`config.mk`:
```
export PLATFORM = sky130hd
export DESIGN_NAME = uop_buffer
export DESIGN_NICKNAME = d
export VERILOG_FILES = /design/src/rtl/uop_buffer.sv
export SDC_FILE = /design/constraint.sdc
export NUM_CORES = 1
export LEC_CHECK = 0
export ABC_AREA = 1
export BUFFER_PORTS_ARGS = -buffer_cell sky130_fd_sc_hd__clkbuf_2
export CORE_MARGIN = 5
export CORE_UTILIZATION = 51
export DETAILED_ROUTE_END_ITERATION = 8
export PLACE_DENSITY = 0.79
export SLEW_MARGIN = 5
export SYNTH_ARGS = -nofsm -noshare
export SYNTH_HDL_FRONTEND = slang
export SYNTH_SLANG_ARGS = --single-unit
```
`constraint.sdc`:
```
create_clock -name clk -period 3.55 [get_ports clk]
set_input_delay 0.355 -clock clk [delete_from_list [all_inputs] [get_ports clk]]
set_output_delay 0.355 -clock clk [all_outputs]
set_load 0.02 [all_outputs]
```
`src/rtl/uop_buffer.sv`:
```
// uop_buffer: circular buffer of instruction bundles with random-access reads.
//
// Producers append at the tail (wr_valid/wr_ready handshake), the consumer frees
// the oldest entry at the head (free_valid) and may read any entry by index with
// one cycle of latency. flush clears the whole buffer synchronously.
//
// Parameters:
//   UOP_BUF_SIZE        number of entries, power of two, >= 2
//   instruction_bundle  bundle type; BW = $bits(instruction_bundle)
//
// Ports:
//   clk         sole clock, posedge
//   reset       asynchronous active-low reset
//   wr_valid    producer offers wr_bundle
//   wr_ready    buffer can accept a bundle this cycle
//   wr_bundle   bundle appended at tail_addr
//   free_valid  release the head entry (ignored when empty)
//   flush       synchronous clear, highest priority
//   uop_addr    consumer read index
//   uop         registered contents of entry uop_addr
//   uop_valid   registered flag: entry uop_addr was occupied
//   head_addr   oldest entry
//   tail_addr   next write slot
//   count       occupied entries, 0..UOP_BUF_SIZE
//
// Build option:
//   UOP_BUF_BYPASS_EN  when defined, a read of the slot being written in the same
//                      cycle returns wr_bundle (valid) instead of the old contents.

module uop_buffer #(
  parameter int unsigned UOP_BUF_SIZE = 8,
  parameter type instruction_bundle = logic [31:0],
  localparam int unsigned AW = $clog2(UOP_BUF_SIZE),
  localparam int unsigned BW = $bits(instruction_bundle)
) (
  input  logic          clk,
  input  logic          reset,
  input  logic          wr_valid,
  output logic          wr_ready,
  input  logic [BW-1:0] wr_bundle,
  input  logic          free_valid,
  input  logic          flush,
  input  logic [AW-1:0] uop_addr,
  output logic [BW-1:0] uop,
  output logic          uop_valid,
  output logic [AW-1:0] head_addr,
  output logic [AW-1:0] tail_addr,
  output logic [AW:0]   count
);

  localparam logic [AW:0] FullCount = (AW+1)'(UOP_BUF_SIZE);

  logic [BW-1:0] mem [UOP_BUF_SIZE];

  logic [AW-1:0] head_q, head_d;
  logic [AW-1:0] tail_q, tail_d;
  logic [AW:0]   count_q, count_d;
  logic [BW-1:0] uop_q, uop_d;
  logic          uop_valid_q, uop_valid_d;

  logic          wr_fire;
  logic          free_fire;
  logic [AW-1:0] rd_off;
  logic          rd_occupied;

  assign wr_ready  = (count_q != FullCount);
  assign wr_fire   = wr_valid && wr_ready && !flush;
  assign free_fire = free_valid && (count_q != '0) && !flush;

  // Distance from head, modulo the buffer size; occupied iff it is below count.
  assign rd_off      = uop_addr - head_q;
  assign rd_occupied = ({1'b0, rd_off} < count_q);

  always_comb begin
    head_d  = head_q;
    tail_d  = tail_q;
    count_d = count_q;
    if (flush) begin
      head_d  = '0;
      tail_d  = '0;
      count_d = '0;
    end else begin
      if (wr_fire)   tail_d = tail_q + AW'(1);
      if (free_fire) head_d = head_q + AW'(1);
      unique case ({wr_fire, free_fire})
        2'b10:   count_d = count_q + (AW+1)'(1);
        2'b01:   count_d = count_q - (AW+1)'(1);
        default: count_d = count_q;
      endcase
    end
  end

  always_comb begin
    uop_d       = mem[uop_addr];
    uop_valid_d = rd_occupied && !flush;
`ifdef UOP_BUF_BYPASS_EN
    // wr_fire already excludes flush cycles.
    if (wr_fire && (uop_addr == tail_q)) begin
      uop_d       = wr_bundle;
      uop_valid_d = 1'b1;
    end
`endif
  end

  always_ff @(posedge clk or negedge reset) begin
    if (!reset) begin
      head_q      <= '0;
      tail_q      <= '0;
      count_q     <= '0;
      uop_q       <= '0;
      uop_valid_q <= 1'b0;
    end else begin
      head_q      <= head_d;
      tail_q      <= tail_d;
      count_q     <= count_d;
      uop_q       <= uop_d;
      uop_valid_q <= uop_valid_d;
    end
  end

  // Storage is not reset; stale contents are masked by uop_valid.
  always_ff @(posedge clk) begin
    if (wr_fire && reset) begin
      mem[tail_q] <= wr_bundle;
    end
  end

  assign head_addr = head_q;
  assign tail_addr = tail_q;
  assign count     = count_q;
  assign uop       = uop_q;
  assign uop_valid = uop_valid_q;

endmodule

```
==> Yosys cells after proc, flatten, opt, wreduce, memory -nomap -nowiden <==
Memories as Yosys holds them, arrays and structs flattened. A register that Yosys moved wholly into a read port is not among the register bits.
Index checks and enable logic that the tools add are counted.
{ "totals": {"regBits": 11, "ram_bits": 256, "input_bits": 40, "out_inout_bits": 44, "elab_cells": 34, "n_memories": 1} }
{ "classes": {"addsub": 5, "n_lt_le_gt_ge": 1, "n_eq_ne": 3, "mux": 8, "n_reduce_logical": 12} }
{ "mem_list": {"columns": ["memory", "words", "width", "read_ports", "rd_clocked_by_memory_dff", "wr", "line", "text"], "rows": [
  ["mem", 8, 32, 1, 1, 1, "53", "logic [BW-1:0] mem [UOP_BUF_SIZE];"]
]} }
{ "ops": {"columns": ["op", "count"], "rows": [
  ["3-bit 2-to-1 mux", 4],
  ["4-bit one-hot mux with 2 select lines", 1],
  ["3-bit by 1-bit adder with 3-bit output (second input constant)", 2],
  ["1-bit logical AND", 6],
  ["4-bit by 1-bit adder with 4-bit output (second input constant)", 1],
  ["3-bit by 4-bit less-than comparator with 1-bit output", 1],
  ["4-bit 2-to-1 mux", 1],
  ["4-bit inequality test (second input constant)", 1],
  ["2-bit nonzero test", 2],
  ["4-bit nonzero test", 1],
  ["4-bit by 1-bit subtractor with 4-bit output (second input constant)", 1],
  ["3-bit nonzero test", 1],
  ["3-bit subtractor", 1],
  ["2-bit by 1-bit equality test with 1-bit output (second input constant)", 1],
  ["2-bit equality test (second input constant)", 1],
  ["1-bit zero test", 2],
  ["1-bit 2-to-1 mux", 2]
]} }

==> Depth between registers and ports, before layout <==
Gate-level depths: netlist (run 1).
{ "depth": {"ltp_word": 6, "mapped_depth": 14, "mapped_depth_nobuf": 14} }

==> Least setup slack after synthesis (run 1) <==
Ideal clock, no wire load.
{ "synth_path": {"kind": "reg2reg", "from": "register count_q[0] (netlist: count[0])", "to": "memory mem[0][0] (netlist name) (enable)", "setup_ns": 0.461, "arrival_ns": 3.463, "required_ns": 3.089, "setup_slack_ns": -0.374, "stages_incl_launch_ff": 7, "n_path_buf": 0, "period_less_slack_ns": 3.924, "path_cell_list": "dfrtp_1 nor2_1 nand2_1 nand2_1 nor2_2 nand2_1 nor3_1"} }
{ "synth_via": {"elab_chain_cells": 6} }
{ "synth_rtl": {"columns": ["element", "line", "text"], "rows": [
  ["start, declared", "57", "logic [AW:0] count_q, count_d;"],
  ["start signal, assigned", "115", "count_q <= count_d;"],
  ["4-bit inequality test", "66", "assign wr_ready = (count_q != FullCount);"],
  ["named net wr_ready", "39", "output logic wr_ready,"],
  ["1-bit logical AND (2 in a row)", "67", "assign wr_fire = wr_valid && wr_ready && !flush;"],
  ["1-bit logical AND", "123", "if (wr_fire && reset) begin"],
  ["1-bit 2-to-1 mux", "123", null],
  ["1-bit 2-to-1 mux (implied by the code)", "124", "mem[tail_q] <= wr_bundle;"],
  ["end, declared", "53", null]
]} }
The timed path passes the listed nets, and every way through them passes these cells.

==> Worst setup path in the final report (run 1) <==
{ "layout_path": {"from": "register count_q[0] (netlist: count[0])", "to": "memory mem[5][5] (netlist name) (enable)"} }
{ "layout_via": {"elab_chain_cells": 6} }
{ "layout_rtl": {"columns": ["element", "line"], "rows": [
  ["4-bit inequality test", "66"],
  ["1-bit logical AND (2 in a row)", "67"],
  ["1-bit logical AND", "123"],
  ["1-bit 2-to-1 mux", "123"],
  ["1-bit 2-to-1 mux (implied by the code)", "124"]
]} }
No other way between the ends.

==> results of run 1 <==
-- synth_stat cells (2+ instances only) --
| cell | n |
|---|---|
| a21oi_1 | 4 |
| buf_1 | 8 |
| buf_2 | 4 |
| buf_4 | 8 |
| buf_6 | 2 |
| clkbuf_1 | 17 |
| dfrtp_1 | 43 |
| edfxtp_1 | 256 |
| fa_1 | 2 |
| ha_1 | 7 |
| inv_1 | 15 |
| mux2i_1 | 64 |
| nand2_1 | 131 |
| nand3_1 | 5 |
| nor2_1 | 75 |
| nor3_1 | 4 |
| o21ai_0 | 67 |
| o21ai_1 | 4 |
| o22ai_1 | 64 |
| xnor2_1 | 2 |
-- stage by stage --
stage / setup slack, ns / instance area [sq um]
final: 0.983 / 13300
after global routing: 0.797 / 13300
after global placement: 1.14 / 12300
after CTS: 1.02 / 13300
after detailed placement: 1.05 / 12300
after floorplan: -0.374 / 11500
-- area by class of cell --
cell class,count,area (sq um)
clock buffers,38,840
repair buffers,102,613
multi-input cells,435,2470
clock inverters,14,174
inverters,16,60.1
well taps,285,357
fillers,1644,9150
flip-flops and latches,299,8760
-- per-layer routing --
metal  up-vias  global-route usage (%)  share of wire [%]
met5         -                       0              0.055
met4         2                    5.98                2.3
met3        46                    3.28                6.1
met2       209                    31.8                 50
met1      3298                    23.6                 41
li1       3095                       -                  -
-- critical path: cells and delay by family, from the launching register on --
family / cells / cell delay [ns]
simple gates: 6 / 1.51
flops: 1 / 0.47
buf+inv: 1 / 0.26
-- where the power goes --
| group | leakage (nW) | switching [W] | internal (W) |
|---|---|---|---|
| clock network | 0.502 | 0.00125 | 0.00194 |
| registers | 2.84 | 0.0000704 | 0.00392 |
| logic | 1.67 | 0.000484 | 0.000231 |
| total | 5.01 | 0.00181 | 0.00610 |
-- placed cells by master, fill, tap and decap left out --
master and count:
inv_1 15, o21ai_1 4, mux2i_1 64, clkbuf_1 1, bufinv_16 4, clkbuf_2 81
nand3_1 5, o22ai_1 64, fa_1 2, ha_1 7, a21o_1 1, dfrtp_1 43
xnor2_1 2, clkinvlp_4 2, nand2_1 131, o21a_1 1, nor3_2 4, o21ai_0 67
clkbuf_8 8, clkinv_2 7, nand4_1 1, nor2_2 1, edfxtp_1 256, a21boi_1 1
a21oi_1 4, clkinv_1 1, xor2_1 1, inv_2 1, buf_12 4, nor2_4 4
nor2_1 71, clkbuf_16 29, buf_4 17
-- worst paths after layout --
check,startpoint,to,depth (start not counted)
max in group asynchronous,reset,uop[8]$_DFF_PN0_,2
worst min-delay path,reset,uop_valid$_DFF_PN0_,2
worst min register to register,head_addr[2]$_DFFE_PN0P_,head_addr[2]$_DFFE_PN0P_,1
min in group clk,flush,uop_valid$_DFF_PN0_,2
worst max register to register,count[0]$_DFFE_PN0P_,mem[5][5]$_DFFE_PP_,7
worst max-delay path,count[0]$_DFFE_PN0P_,mem[5][5]$_DFFE_PP_,7
-- cell families after synthesis --
logic type	after synthesis	synth area share, %
adders and majority gates	9	1.11
and+or+nand+nor	217	7.23
DFF	299	76.3
buffers and inverters	58	2.60
muxes	64	5.58
AOI/OAI and AO/OA	142	6.95
xor gates and xnor gates	3	0.229
-- sequential cells by signal, summed over array words and instances, names as in the netlist --
signal	flops
mem	256
head_addr	3
uop	32
tail_addr	3
count	4
uop_valid	1
==> results.cfg, run 1 <==
[status]
status = complete, but fails checks
violations = hold timing

[logic_synthesis]
netlist_area_sq_um = 11500
syn_inst = 792
synth_top_cell_area_share_pct = 66.9
synth.yosys.warnings = 0
synth_nets = 841
synth.lib_cells_used.distinct = 30
ys_ff_latch = 299
avgSynthCellArea_sq_um = 14.5
async_reset_ff_share_pct = 14.4
synth_edf_count = 256
yosysTopAreaCell = edfxtp_1
ys_seq_area_share_pct = 76.3
synth_area_leaders = edfxtp_1, dfrtp_1, mux2i_1
synth_ff_type = edfxtp_1

[clock_tree]
post_cts_resized = 0
clk_pin_slew_ns = 0.06
cts_buffers = 29
clk_path_buf_depth = 3
clock_sinks = 299
cts_root_buffer = clkbuf_16
cts_setup_buffers = 0
clock_latency_ns = 0.54
holdBufCountCts = 0
cts_tree = built
ctsHtreeMaxLevel = 1

[timing]
grt_setup_unrepaired = no
setup_viol = 0
tightest_slew_ns = 0.818
timing.fmax_mhz = 390
fin_tns_setup_ns = 0
max_slew_margin_pct = 45.4
clock_skew_ns = 0.0128
min_period_over_period_pct = 72.3
whs_ns = -0.00226
finalMaxSlewViolations = 0
hold_viol_final = 1
layout_min_cycle_time_ns = 2.57

[placed_design]
dp.cells = 1137
place_hpwl_microns = 13200
globalplace.congestion = 0.824
port_buffers = 83

[drt]
ant_nets = 0
drt_iter0_drc = 471
vias_per_cell = 5.59
drc = 0
wl_per_cell_microns = 19.9
dr_total_vias = 6650
dr.pass1.iters = 5
wl_microns = 23700

[setup_path]
reg2reg_slack_ns = 0.98
max_stage_delay_ns = 0.65
path_cells = nor2_1, nand2_1, nand2_1, nor2_2, nand3_1, nor2_4, buf_12
required_ns = 3.78
arrival_ns = 2.80
path_max_fanout = 18
start_kind = flip-flop
cp_common_cell = nand2_1
slowest_stage = nor2_4
setup.worst_path.class = reg2reg
cp-end-kind = flip-flop

[final_layout]
area_growth_pct = 15.6
diodes = 0
final_cells = 1189
nets = 932
drive_gt1_share_pct = 17.9
final_util_pct = 59.2

[power_and_ir_drop]
total_power_w = 0.00790
powerDensity_nw_per_um2 = 595
vdd_drop_max_v = 0.000341
power.leakage_nw = 5.01

[run]
cap_violations = 0

[global_route]
grt-ovfl-total = 0
grt_pass1_wl_microns = 37300
grt.total_usage_pct = 18.3
grt_pass1_vias = 6898
antenna_found_initial = 1
grt_start_max_net_pins = 72

[worst_hold_path]
hold_class = in2async

[floorplan]
die_height_microns = 160
die-area_sq_um = 25600
row_count = 55
die_w_microns = 160
start_util_pct = 51.2
io_pins = 84
core_area_sq_um = 22400
(Power assumes the default switching activity.)
==> run 2, diff against run 1 <==
--- a/config.mk
+++ b/config.mk
@@ -10,7 +10,7 @@
 export CORE_MARGIN = 5
 export CORE_UTILIZATION = 51
 export DETAILED_ROUTE_END_ITERATION = 8
-export PLACE_DENSITY = 0.79
+export PLACE_DENSITY = 0.76
 export SLEW_MARGIN = 5
 export SYNTH_ARGS = -nofsm -noshare
 export SYNTH_HDL_FRONTEND = slang
==> constraint.sdc (replaced) <==
create_clock -name clk -period 2.7 [get_ports clk]
set_input_delay 0.27 -clock clk [delete_from_list [all_inputs] [get_ports clk]]
set_output_delay 0.27 -clock clk [all_outputs]
set_load 0.02 [all_outputs]
==> run 2 against run 1 <==
Effect of this change:
- the run now ends clean
- design area about the same
- register-to-register slack got worse by 0.64 ns
- sequential share of layout area about the same
- wire length decreased by 2.7%
- combinational power increased by 31%
- via count about the same
- sequential power increased by 32%
- largest power group unchanged
- highest routed layer is now met4
==> results.cfg, run 2 (synthesis gave the netlist of run 1 again) <==
[status]
status = finished clean

[drt]
dr.pass1.iters = 5
ant_nets = 0
drc = 0
dr_total_vias = 6648
vias_per_cell = 5.57
wl_per_cell_microns = 19.3
drt_iter0_drc = 486
wl_microns = 23000

[placed_design]
globalplace.congestion = 0.831
place_hpwl_microns = 13100
port_buffers = 83
dp_slack_ns = 0.353
dp.cells = 1136
placed_cell_area_sq_um = 12300

[clock_tree]
clock_sinks = 299
holdBufCountCts = 2
post_cts_resized = 0
clk_pin_slew_ns = 0.06
clock_latency_ns = 0.54
clk_path_buf_depth = 3
cts_tree = built
cts_buffers = 30
cts_setup_buffers = 0
cts_root_buffer = clkbuf_16
ctsHtreeMaxLevel = 1

[final_layout]
drive_gt1_share_pct = 17.1
final_common_cell = edfxtp_1
final_util_pct = 59.2
n_fill_cell = 1674
multi_input_area_sq_um = 2500
final_cell_mix = edfxtp_1, nand2_1, clkbuf_2
nets = 934
largest_register = mem
ff_latch_area_sq_um = 8760
final_cells = 1193
largest_register_ffs = 256
fin_area_sq_um = 13300
area_growth_pct = 15.6
diodes = 0

[worst_hold_path]
hold_class = in2reg

[timing]
layout_min_cycle_time_ns = 2.36
setup_ws_ns = 0.341
grt_setup_unrepaired = no
clock_skew_ns = 0.0159
finalMaxSlewViolations = 0
min_period_over_period_pct = 87.4
max_slew_margin_pct = 48.1
tightest_slew_ns = 0.778
hold_viol_final = 0
timing.fmax_mhz = 424
setup_viol = 0

[floorplan]
io_pins = 84
start_util_pct = 51.2
die_height_microns = 160
core_area_sq_um = 22400
die-area_sq_um = 25600
die_w_microns = 160
row_count = 55

[run]
cap_violations = 0

[setup_path]
cp-end-kind = flip-flop
start_kind = flip-flop
required_ns = 2.93
arrival_ns = 2.59
path_max_fanout = 23
setup.worst_path.class = reg2reg

[global_route]
grt-ovfl-total = 0
grt_pass1_wl_microns = 37100
grt_start_max_net_pins = 129
antenna_found_initial = 0
grt_pass1_vias = 6704
grt.total_usage_pct = 18.1

[power_and_ir_drop]
vdd_drop_max_v = 0.000516
powerDensity_nw_per_um2 = 764
power.leakage_nw = 4.99
-- run 2: cell types whose count changed in the layout (fill, tap and decap cells not counted), sizes merged --
| cell | before | now |
|---|---|---|
| buf | 21 | 20 |
| clkinv | 8 | 10 |
| clkbuf | 119 | 121 |
| dlygate4sd3 | 0 | 2 |
| inv | 16 | 17 |
| bufinv | 4 | 2 |
-- run 2: routing by layer --
metal / vias up / part of all wire (%) / wire length, microns / global-route usage (%)
met3: 46 / 6.2 / 1430 / 3.43
met2: 201 / 49 / 11300 / 30.0
met5: - / 0 / 0 / 0
met4: 0 / 2.7 / 619 / 5.40
li1: 3100 / - / - / -
met1: 3301 / 42 / 9680 / 24.6
-- run 2: worst max-delay path, stage by stage, from the launching register on --
cell	delay (ns)
dfrtp_1	0.47
nor2_1	0.11
nand2_1	0.09
nand2_1	0.11
nor2_2	0.18
nand3_1	0.36
nor2_4	0.45
buf_12	0.25
-- run 2: path summary, 6_finish.rpt --
check                                              start                        to  slack, ns  cells after the start
worst max-delay path                count[0]$_DFFE_PN0P_       mem[7][6]$_DFFE_PP_       0.34                      7
worst min-delay path                       wr_bundle[13]      mem[4][13]$_DFFE_PP_       0.01                      1
worst max register to register      count[0]$_DFFE_PN0P_       mem[7][6]$_DFFE_PP_       0.34                      7
worst min register to register  head_addr[2]$_DFFE_PN0P_  head_addr[2]$_DFFE_PN0P_       0.53                      1
max in group asynchronous                          reset         uop[19]$_DFF_PN0_       1.79                      3
min in group asynchronous                          reset      count[3]$_DFFE_PN0P_       0.48                      3
-- run 2: cell type report --
type,count,area share (%)
Clock buffer,40,6.10
Inverter,16,0.452
Multi-Input combinational cell,435,18.8
Tap cell,285,2.69
Timing Repair Buffer,103,4.90
Clock inverter,15,1.02
Sequential cell,299,66.0
-- run 2: through the flow --
| step | total power, W | TNS (ns) | hold slack, ns |
|---|---|---|---|
| after floorplan | 0.00593 | -87.00 | -0.0256 |
| after detailed placement | 0.00629 | 0 | 0.527 |
| after CTS | 0.0102 | 0 | 0.000138 |
| final | 0.0101 | 0 | 0.0149 |
| after global placement | 0.00626 | 0 | 0.527 |
| after global routing | 0.0105 | 0 | 0.0118 |
-- run 2: power by group --
group,leakage [nW],switching [W],internal (W),total [W]
logic,1.69,0.000631,0.000307,0.000938
registers,2.84,0.0000915,0.00516,0.00525
clock network,0.460,0.00165,0.00230,0.00395
total,4.99,0.00238,0.00776,0.0101
==> run 3, diff against run 2 <==
--- a/config.mk
+++ b/config.mk
@@ -7,7 +7,6 @@
 export LEC_CHECK = 0
 export ABC_AREA = 1
 export BUFFER_PORTS_ARGS = -buffer_cell sky130_fd_sc_hd__clkbuf_2
-export CORE_MARGIN = 5
 export CORE_UTILIZATION = 51
 export DETAILED_ROUTE_END_ITERATION = 8
 export PLACE_DENSITY = 0.76
==> run 3 against run 2 <==
Effect of this change:
- the flow now finishes with violations (DRC)
- worst setup slack got worse by 0.0064 ns
- clock power rose by 2%
- design area rose by 0.18%
- register-to-register slack barely moved
- count of clock-buffer cells in the layout fell by 7
- critical path depth did not move
==> results.cfg, run 3 (synthesis gave the netlist of run 1 again) <==
[status]
status = complete, but fails checks
violations = DRC

[drt]
drt_iter0_drc = 538
dr_total_vias = 6617
wl_microns = 22500
ant_nets = 0
vias_per_cell = 5.54
drc = 14
dr.pass1.iters = 7
wl_per_cell_microns = 18.9

[power_and_ir_drop]
vdd_drop_max_v = 0.000440
p_seq_share_pct = 51.3
p_int_w = 0.00782
power.leakage_nw = 5.02
switching_share_pct = 23.3
p_sw_w = 0.00238
power_frac_clock_pct = 39.3
total_power_w = 0.0102
combinationalPowerShare_pct = 9.3
powerDensity_nw_per_um2 = 767

[timing]
clock_skew_ns = 0.0122
tightest_slew_ns = 0.785
grt_setup_unrepaired = no
layout_min_cycle_time_ns = 2.37
fin_tns_setup_ns = 0
setup_ws_ns = 0.335
finalMaxSlewViolations = 0
timing.fmax_mhz = 423
hold_viol_final = 0
max_slew_margin_pct = 47.7
setup_viol = 0
min_period_over_period_pct = 87.6

[global_route]
grt_pass1_wl_microns = 36200
antenna_found_initial = 0
grt.total_usage_pct = 20.2
grt_pass1_vias = 6579
grt-ovfl-total = 0
grt_start_max_net_pins = 129

[clock_tree]
clk_path_buf_depth = 3
holdBufCountCts = 3
clock_latency_ns = 0.54
cts_buffers = 29
clk_pin_slew_ns = 0.07
cts_setup_buffers = 0
post_cts_resized = 0
cts_root_buffer = clkbuf_16
ctsHtreeMaxLevel = 1
cts_tree = built
clock_sinks = 299

[placed_design]
port_buffers = 83
globalplace.congestion = 0.829
dp_slack_ns = 0.316
place_hpwl_microns = 13500

[final_layout]
drive_gt1_share_pct = 17.5
diodes = 0
nets = 942
ff_latch_area_sq_um = 8760
final_cell_mix = edfxtp_1, nand2_1, clkbuf_2
area_growth_pct = 15.8
multi_input_area_sq_um = 2500
n_fill_cell = 1566
largest_register_ffs = 256
final_common_cell = edfxtp_1
largest_register = mem

[floorplan]
die_w_microns = 152
die-area_sq_um = 23100
row_count = 54
core_area_sq_um = 22000
die_height_microns = 152
start_util_pct = 52.3
io_pins = 84

[setup_path]
path_cells = nor2_1, nand2_1, nand2_1, nor2_2, nand2_1, nor3_4, buf_4
required_ns = 2.93
max_stage_delay_ns = 0.52
start_kind = flip-flop
cp-end-kind = flip-flop
cp_num_buf_inv = 1
setup.worst_path.class = reg2reg
path_max_fanout = 10
critPathTopFamily = simple AND/OR/NAND/NOR gates
slowest_stage = nor3_4
arrival_ns = 2.59
cp_common_cell = nand2_1

[run]
cap_violations = 0

[worst_hold_path]
hold_class = in2reg
[run 3: cell types whose count changed in the layout (fill, tap and decap cells not counted), sizes merged]
cell	previous run	this run
clkbuf	121	114
clkinv	10	14
dlygate4sd3	2	3
buf	20	28
bufinv	2	4
inv	17	16
[run 3: per-layer routing]
layer / wire (microns) / global-route usage, % / vias up
met5: 0 / 0 / -
met4: 660 / 8.07 / 0
li1: - / - / 3124
met2: 10700 / 32.5 / 207
met3: 1340 / 3.25 / 32
met1: 9880 / 27.8 / 3254
[run 3: worst paths after layout]
kind                            cells after the start                       end                      from  slack, ns
worst max-delay path                                7      mem[4][26]$_DFFE_PP_      count[0]$_DFFE_PN0P_       0.33
worst min-delay path                                1      mem[4][14]$_DFFE_PP_             wr_bundle[14]       0.02
worst max register to register                      7      mem[4][26]$_DFFE_PP_      count[0]$_DFFE_PN0P_       0.33
worst min register to register                      1  head_addr[2]$_DFFE_PN0P_  head_addr[2]$_DFFE_PN0P_       0.54
max in group asynchronous                           3          uop[3]$_DFF_PN0_                     reset       1.66
min in group asynchronous                           2         uop[18]$_DFF_PN0_                     reset       0.20
[run 3: per-stage QoR]
stage / area [sq um] / std cells / hold WS [ns] / utilization, %
finish: 13300 / 1195 / 0.0233 / 60.6
global route: 13300 / 1195 / 0.0128 / 60.6
CTS: 13300 / 1195 / 0.00615 / 60.6
detailed placement: 12300 / 1139 / 0.238 / 56.1
global placement: 12300 / 1139 / 0.223 / 56.1
floorplan: 11500 / 792 / -0.0256 / -
[run 3: area by class of cell]
cell class | instances | area share, %
clock buffers | 33 | 5.57
clock inverters | 20 | 1.61
multi-input cells | 435 | 18.8
repair buffers | 112 | 5.04
flip-flops and latches | 299 | 65.9
well taps | 280 | 2.63
inverters | 16 | 0.452
[run 3: power by group through the flow]
| stage | logic [W] | clock network (W) | registers (W) |
|---|---|---|---|
| 3_3_place_gp | 0.000943 | 0 | 0.00533 |
| 6_report | 0.000954 | 0.00401 | 0.00524 |
| 4_1_cts | 0.000962 | 0.00405 | 0.00524 |
| 2_1_floorplan | 0.000487 | 0 | 0.00544 |
| 3_5_place_dp | 0.000954 | 0 | 0.00534 |
| 5_1_grt | 0.00106 | 0.00423 | 0.00525 |
